$ cat src/rtl/ahb_resp_gen_if.sv
// ahb_resp_gen_if
//   Address-phase request and data-phase response signals shared between
//   an AHB master-side driver and the ahb_resp_gen slave response block.
//   Parameter:
//     WAIT_W     width of the per-transfer wait-state request
//   Signals:
//     hsel       slave select for the current address phase
//     htrans     transfer type (00 IDLE, 01 BUSY, 10 NONSEQ, 11 SEQ)
//     hready_in  bus HREADY; an address phase is valid only when high
//     resp_type  completion type for the transfer being accepted
//     resp_wait  wait states for the transfer being accepted
//     hready     slave HREADYOUT
//     hresp      slave HRESP
//     resp_done  pulse in the final data-phase cycle of each transfer
//   Modports: master drives the request side, slave drives the response side.
interface ahb_resp_gen_if #(
  parameter int WAIT_W = 4
);
  logic              hsel;
  logic [1:0]        htrans;
  logic              hready_in;
  logic [1:0]        resp_type;
  logic [WAIT_W-1:0] resp_wait;
  logic              hready;
  logic [1:0]        hresp;
  logic              resp_done;

  modport master (
    output hsel, htrans, hready_in, resp_type, resp_wait,
    input  hready, hresp, resp_done
  );

  modport slave (
    input  hsel, htrans, hready_in, resp_type, resp_wait,
    output hready, hresp, resp_done
  );
endinterface

$ cat src/rtl/ahb_resp_gen.sv
// ahb_resp_gen
//   AHB slave response generator. Each accepted transfer gets a programmable
//   number of wait states, then completes with OKAY (one ready cycle) or with
//   the two-cycle ERROR / RETRY / SPLIT response. All bus outputs are
//   registered.
//   Parameters:
//     WAIT_W    width of resp_wait
//     MAX_WAIT  wait-state ceiling; larger requests are clamped
//     CNT_W     width of err_cnt
//   Ports:
//     hclk      AHB clock, rising edge
//     hreset    asynchronous active-low reset
//     bus       ahb_resp_gen_if.slave (request in, hready/hresp/resp_done out)
//     err_clr   synchronous clear of err_cnt
//     err_cnt   number of completed ERROR responses (saturating)
//   Optional feature macro: AHB_RESP_ERRCNT_EN builds the error counter;
//   without it err_cnt is tied to zero and err_clr is ignored.
//
//   state   | meaning
//   --------+-----------------------------------------------------------
//   S_IDLE  | no transfer in data phase; hready=1, hresp=OKAY
//   S_WAIT  | inserting wait states; hready=0, hresp=OKAY
//   S_FIRST | first cycle of two-cycle response; hready=0, hresp=type_q
//   S_LAST  | completing cycle; hready=1, hresp=type_q, resp_done=1
module ahb_resp_gen #(
  parameter int WAIT_W   = 4,
  parameter int MAX_WAIT = 15,
  parameter int CNT_W    = 8
) (
  input  logic             hclk,
  input  logic             hreset,
  ahb_resp_gen_if.slave    bus,
  input  logic             err_clr,
  output logic [CNT_W-1:0] err_cnt
);

  localparam logic [WAIT_W-1:0] MAX_W   = WAIT_W'(MAX_WAIT);
  localparam logic [1:0]        R_OKAY  = 2'b00;
  localparam logic [1:0]        R_ERROR = 2'b01;

  typedef enum logic [1:0] {
    S_IDLE  = 2'b00,
    S_WAIT  = 2'b01,
    S_FIRST = 2'b10,
    S_LAST  = 2'b11
  } state_t;

  state_t            state, state_n;
  logic [WAIT_W-1:0] cnt, cnt_n;
  logic [1:0]        type_q, type_n;
  logic [WAIT_W-1:0] w_clamp;
  logic              accept;

  always_comb begin
    accept  = bus.hsel & bus.htrans[1] & bus.hready_in;
    w_clamp = (bus.resp_wait > MAX_W) ? MAX_W : bus.resp_wait;
    state_n = S_IDLE;
    cnt_n   = cnt;
    type_n  = type_q;
    case (state)
      S_IDLE, S_LAST: begin
        if (accept) begin
          type_n = bus.resp_type;
          if (w_clamp != '0) begin
            state_n = S_WAIT;
            cnt_n   = w_clamp;
          end else if (bus.resp_type != R_OKAY) begin
            state_n = S_FIRST;
          end else begin
            state_n = S_LAST;
          end
        end
      end
      S_WAIT: begin
        cnt_n = cnt - 1'b1;
        // cnt==0 cannot occur legally here; exit anyway rather than wrap.
        if (cnt <= WAIT_W'(1))
          state_n = (type_q != R_OKAY) ? S_FIRST : S_LAST;
        else
          state_n = S_WAIT;
      end
      S_FIRST: state_n = S_LAST;
      default: state_n = S_IDLE;
    endcase
  end

  // Outputs are decoded from the next state so they are valid in the same
  // cycle the state register holds that state.
  always_ff @(posedge hclk or negedge hreset) begin
    if (!hreset) begin
      state         <= S_IDLE;
      cnt           <= '0;
      type_q        <= R_OKAY;
      bus.hready    <= 1'b1;
      bus.hresp     <= R_OKAY;
      bus.resp_done <= 1'b0;
    end else begin
      state         <= state_n;
      cnt           <= cnt_n;
      type_q        <= type_n;
      bus.hready    <= (state_n == S_IDLE) || (state_n == S_LAST);
      bus.hresp     <= ((state_n == S_FIRST) || (state_n == S_LAST)) ? type_n : R_OKAY;
      bus.resp_done <= (state_n == S_LAST);
    end
  end

`ifdef AHB_RESP_ERRCNT_EN
  // Every transition into S_LAST is a fresh completion, including
  // back-to-back LAST->LAST, so it counts once per transfer.
  always_ff @(posedge hclk or negedge hreset) begin
    if (!hreset) begin
      err_cnt <= '0;
    end else if (err_clr) begin
      err_cnt <= '0;
    end else if ((state_n == S_LAST) && (type_n == R_ERROR) && (err_cnt != '1)) begin
      err_cnt <= err_cnt + 1'b1;
    end
  end
`else
  logic err_clr_unused;
  assign err_clr_unused = err_clr;
  assign err_cnt        = '0;
`endif

endmodule

$ cat src/flat_wrapper.sv
// flat-port wrapper written by rule: the top's interface ports become plain ports
module ahb_resp_gen_flat 
#(
  parameter int WAIT_W   = 4,
  parameter int MAX_WAIT = 15,
  parameter int CNT_W    = 8
)
  (hclk, hreset, err_clr, err_cnt, bus_hsel, bus_htrans, bus_hready_in, bus_resp_type, bus_resp_wait, bus_hready, bus_hresp, bus_resp_done);
  ahb_resp_gen_if #(.WAIT_W(WAIT_W)) bus_i ();
  input  logic hclk;
  input  logic hreset;
  input  logic err_clr;
  output logic [CNT_W-1:0] err_cnt;
  input wire logic [$bits(bus_i.hsel)-1:0] bus_hsel;
  input wire logic [$bits(bus_i.htrans)-1:0] bus_htrans;
  input wire logic [$bits(bus_i.hready_in)-1:0] bus_hready_in;
  input wire logic [$bits(bus_i.resp_type)-1:0] bus_resp_type;
  input wire logic [$bits(bus_i.resp_wait)-1:0] bus_resp_wait;
  output wire logic [$bits(bus_i.hready)-1:0] bus_hready;
  output wire logic [$bits(bus_i.hresp)-1:0] bus_hresp;
  output wire logic [$bits(bus_i.resp_done)-1:0] bus_resp_done;
  assign bus_i.hsel = bus_hsel;
  assign bus_i.htrans = bus_htrans;
  assign bus_i.hready_in = bus_hready_in;
  assign bus_i.resp_type = bus_resp_type;
  assign bus_i.resp_wait = bus_resp_wait;
  assign bus_hready = bus_i.hready;
  assign bus_hresp = bus_i.hresp;
  assign bus_resp_done = bus_i.resp_done;
  ahb_resp_gen #(.WAIT_W(WAIT_W), .MAX_WAIT(MAX_WAIT), .CNT_W(CNT_W)) u_core (.hclk(hclk), .hreset(hreset), .bus(bus_i), .err_clr(err_clr), .err_cnt(err_cnt));
endmodule
$ cat config.mk
export PLATFORM = sky130hd
export DESIGN_NAME = ahb_resp_gen_flat
export DESIGN_NICKNAME = d
export VERILOG_FILES = /design/src/rtl/ahb_resp_gen_if.sv /design/src/rtl/ahb_resp_gen.sv /design/src/flat_wrapper.sv
export SDC_FILE = /design/constraint.sdc
export NUM_CORES = 1
export LEC_CHECK = 0
export CORE_UTILIZATION = 44
export DETAILED_ROUTE_END_ITERATION = 6
export GPL_TIMING_DRIVEN = 1
export PLACE_DENSITY = 0.78
export SETUP_SLACK_MARGIN = 0.1
export SYNTH_ARGS = -nofsm -noshare
export SYNTH_HDL_FRONTEND = slang
export SYNTH_SLANG_ARGS = --single-unit
export TNS_END_PERCENT = 30
$ cat constraint.sdc
create_clock -name hclk -period 2 [get_ports hclk]
set_clock_uncertainty 0.05 [all_clocks]
set_input_delay 0.6 -clock hclk [delete_from_list [all_inputs] [get_ports hclk]]
set_output_delay 0.6 -clock hclk [all_outputs]
set_load 0.02 [all_outputs]
After elaboration in Yosys (flattened, before gate mapping)
Index checks and enable logic that the tools add are counted.
{"block": "classes", "n_addsub": 1, "muxes": 13, "eq_ne": 7, "n_bitwise": 2, "magnitude_cmp": 2, "n_reduce_logical": 10}
{"operator": "2-bit two-way mux", "n": 6}
{"operator": "4-bit two-way mux", "n": 3}
{"operator": "2-bit equality test, second input constant", "n": 4}
{"operator": "4-bit case mux with 2 select lines", "n": 1}
{"operator": "2-bit case mux with 3 select lines", "n": 1}
{"operator": "2-bit nonzero test", "n": 3}
{"operator": "4-bit > comparator, second input constant", "n": 1}
{"operator": "4-bit by 1-bit less-or-equal comparator with 1-bit output, second input constant", "n": 1}
{"operator": "2-bit zero test", "n": 2}
{"operator": "2-bit by 1-bit != test with 1-bit output, second input constant", "n": 2}
{"operator": "4-bit nonzero test", "n": 1}
{"operator": "4-bit by 1-bit subtractor with 4-bit output, second input constant", "n": 1}
{"operator": "3-bit AND reduction", "n": 1}
{"operator": "1-bit AND", "n": 2}
{"operator": "2-bit by 1-bit equality test with 1-bit output, second input constant", "n": 1}
{"operator": "1-bit logical OR", "n": 2}
{"operator": "1-bit two-way mux", "n": 2}
{"operator": "2-bit OR reduction", "n": 1}
{"block": "totals", "ff_bits": 12, "in_bits": 13}

Longest topological paths before layout
{"block": "depth", "depth_word": 9, "ltp_mapped": 7}

Worst setup path before layout
Ideal clock, no wire load.
{"block": "synth_timing", "path_type": "input-to-reg", "start": "input port bus_resp_wait[0]", "end": "register u_core.bus.hresp[0]", "setup_time_ns": 0.119, "n_path_buf": 0, "setup_slack_ns": -0.043, "t_arrival_ns": 1.874, "path_stages": 5, "path_cell_list": "or4_4 -> o21bai_1 -> o221ai_1 -> ha_1 -> o21a_1"}
{"block": "synth_between", "elab_chain_cells": 9, "elab_cells_between_ends": 10, "classes_between": "order compare (1); eq/ne (2); mux (5); reduce/logical (2)"}
{"item": "from (decl)", "line": "flat_wrapper.sv:18", "text": "input wire logic [$bits(bus_i.resp_wait)-1:0] bus_resp_wait;"}
{"item": "4-bit > comparator", "line": "ahb_resp_gen.sv:56", "text": "w_clamp = (bus.resp_wait > MAX_W) ? MAX_W : bus.resp_wait;"}
{"item": "4-bit two-way mux *", "line": "ahb_resp_gen.sv:56"}
{"item": "4-bit nonzero test *", "line": "ahb_resp_gen.sv:64", "text": "if (w_clamp != '0) begin"}
{"item": "2-bit two-way mux *", "line": "ahb_resp_gen.sv:64"}
{"item": "2-bit two-way mux *", "line": "ahb_resp_gen.sv:62", "text": "if (accept) begin"}
{"item": "2-bit case mux with 3 select lines *", "line": "ahb_resp_gen.sv:60", "text": "case (state)"}
{"item": "via u_core.state_n[0]", "line": "ahb_resp_gen.sv:48", "text": "state_t state, state_n;"}
{"item": "2-bit equality test", "line": "ahb_resp_gen.sv:102", "text": "bus.hresp <= ((state_n == S_FIRST) || (state_n == S_LAST)) ? type_n : R_OKAY;"}
{"item": "1-bit logical OR *", "line": "ahb_resp_gen.sv:102"}
{"item": "2-bit two-way mux *", "line": "ahb_resp_gen.sv:102"}
{"item": "to (signal assigned)", "line": "ahb_resp_gen.sv:102"}
{"item": "to (decl)", "line": "ahb_resp_gen_if.sv:35", "text": "output hready, hresp, resp_done"}
Mark *: on every way through the listed nets, which the timed path passes. The rest lies on a longest branch.
A chain may end at the register's enable or synchronous reset.

Worst setup path in the final report
{"block": "layout_timing", "start": "input port bus_resp_wait[3]", "end": "register u_core.bus.hresp[0]"}
Same word-level chain as after synthesis.

==> results.cfg <==
[run_status]
status = complete, no violations

[routing]
drt_iter0_drc = 18
top_layer_used = met4
wl_met2_um = 734
dr_total_vias = 582
wl_met1_um = 689
drt-vias-per-instance = 5.291
wl_um = 1527
wl_met3_um = 66
drc = 0
drtPass1Iterations = 4
ant_nets = 0
wl_per_cell_um = 13.88

[synthesis]
synthFlopType = dfrtp_1
synthesis.area_um2 = 745.7
synth_area_leader_cell = dfrtp_1
synth_top_area_share_pct = 36.91
ys_async_sr_fraction_pct = 100.0
netlist_instances = 72
ys_ff_latch = 12
ys_seq_area_share_pct = 40.44
syn-mean-instance-area_um2 = 10.36
synthTopCellsByCount = dfrtp_1 (11), buf_4 (9), ha_1 (6), inv_1 (6), nor2_1 (4)
yosysMostFrequentCell = dfrtp_1
yosys-top-cells-area = dfrtp_1 (37%), ha_1 (10%), buf_4 (9.1%)
synth_edf_count = 0
yosysWarnings = 0
synth_cell_types = 32

[clocking]
hold_buffers = 0
cts_tree = built
cts_sinks = 12
cts_buffers = 3
clk_latency_ns = 0.28
h-tree-depth = 1
cts_root_buffer = clkbuf_4
path_clk_slew_ns = 0.07
ctsLongestPathBuffers = 2

[worst_setup_path]
critPathLaunchType = primary input
r2r_start = u_core.cnt[0]
r2r_cells = 7
worstPathRequired_ns = 2.11
crit_type = in -> reg
r2r-end = u_core.bus.hresp[0]
r2r_slack_ns = 0.21
cp-end-kind = flip-flop
arrival_ns = 1.95
cp_max_fo = 3

[floorplan]
die_h_um = 43.17
core-area_mm2 = 0.001541
die_w_um = 43.17
die_area_mm2 = 0.001864
start_util_pct = 48.38
rows = 14
num_io_pins = 25

[cells_and_area]
syn_to_final_growth_pct = 32.89
layout-drive-gt1-share_pct = 30.85
nNetsFinal = 114
antennaDiodeCount = 0

[power_and_ir_drop]
ir_drop_v = 0.0004085
leakage_nw = 0.4433
power_mw = 0.6840
p_per_area_mw_per_mm2 = 690.3

[sta]
tns_ns = 0
slew_headroom_pct = 62.91
setup_viol = 0
tightest_slew_ns = 0.5546
period_minus_slack_ns = 1.841
min_period_over_period_pct = 92.07
fin_ws_ns = 0.1585
holdWs_ns = 0.4908
hold_viol_final = 0
slew_violations = 0
rsz0062_at_grt = no
max_freq_mhz = 543.0

[global_route]
globalRouteTotalUtil_pct = 18.35
overflow = 0
antenna_found_initial = 0
grt_max_degree = 13
grt_pass1_vias = 575
grt_pass1_wl_um = 2449

[placement]
dpl_worst_slack_ns = -0.5215
globalplace.congestion = 0.7594
place_hpwl_um = 1087
port_buffers = 14

[hold_path]
hold_start = u_core.type_q[1]
hold-path-endpoint = u_core.type_q[1]
hold_depth = 1
hold_class = reg -> reg

[run]
maxCapViolations = 0
==> layout make-up <==
class	instances	area [um^2]
Tap cell	16	20.02
Inverter	6	22.52
Fill cell	127	550.5
Clock buffer	4	26.28
Timing Repair Buffer	20	177.7
Multi-Input combinational cell	52	442.9
Sequential cell	12	301.5
==> worst max path at each step <==
stage | start | end | cells past startpoint
floorplan | bus_resp_wait[3] | u_core.bus.hresp[0] | 5
global placement | bus_resp_wait[3] | u_core.bus.hresp[0] | 6
detailed placement | bus_resp_wait[3] | u_core.bus.hresp[0] | 6
CTS | u_core.state[0] | u_core.bus.hresp[0] | 7
global route | u_core.state[0] | u_core.bus.hresp[1] | 7
finish | bus_resp_wait[3] | u_core.bus.hresp[0] | 6
==> critical path, stage by stage <==
cell and delay (ns):
dlygate4sd2_1 0.25, or4_4 0.46, o21bai_4 0.15, o221ai_2 0.11
ha_2 0.21, o21a_1 0.16
==> cells by family after synthesis <==
| group | count (synthesis) | synth area share (%) |
|---|---|---|
| AOI/OAI and AO/OA | 17 | 17.78 |
| adders and majority gates | 6 | 10.07 |
| muxes | 4 | 5.705 |
| other | 1 | 0.5029 |
| DFF | 12 | 40.44 |
| and+or+nand+nor | 17 | 13.42 |
| buffers and inverters | 15 | 12.08 |
==> metal layers <==
layer / GRT usage, % / vias to the layer above
met5: 0 / -
met4: 10.91 / 0
met3: 2.553 / 5
met2: 28.96 / 20
met1: 23.53 / 270
li1: - / 287
==> stage by stage <==
step                      utilization, %  cell area [um^2]  std cells
after floorplan                        -             774.5         79
after global placement             57.22             882.1        102
after detailed placement           57.22             882.1        102
after CTS                          61.61             949.7        108
after global routing               64.29             991.0        110
final                              64.29             991.0        110
==> flip-flops by register name, summed over array words and instances (netlist names) <==
name	count
u_core.bus.hresp	2
u_core.bus.resp_done	1
u_core.type_q	2
u_core.cnt	4
u_core.bus.hready	1
u_core.state	2
==> report_power, final <==
part           total, mW  switching, mW  internal (mW)
Combinational      0.211          0.107          0.104
Clock              0.158         0.0812         0.0772
Sequential         0.315         0.0338          0.281
==> repair_timing <==
| item | in CTS | in global routing |
|---|---|---|
| setup endpoints to repair | 9 | 3 |
| pin swaps | 4 | 4 |
| setup buffers | 2 | 2 |
| resized for setup | 15 | 10 |
==> cells in the final DEF (no fill, tap or decap), types with 3 or more instances in the layout <==
master and n:
dfrtp_1 11, buf_4 6, inv_1 5, ha_2 4, clkdlybuf4s50_1 7, nor2_1 4
conb_1 8, clkbuf_4 3
Power figures use the tool's default switching activity.
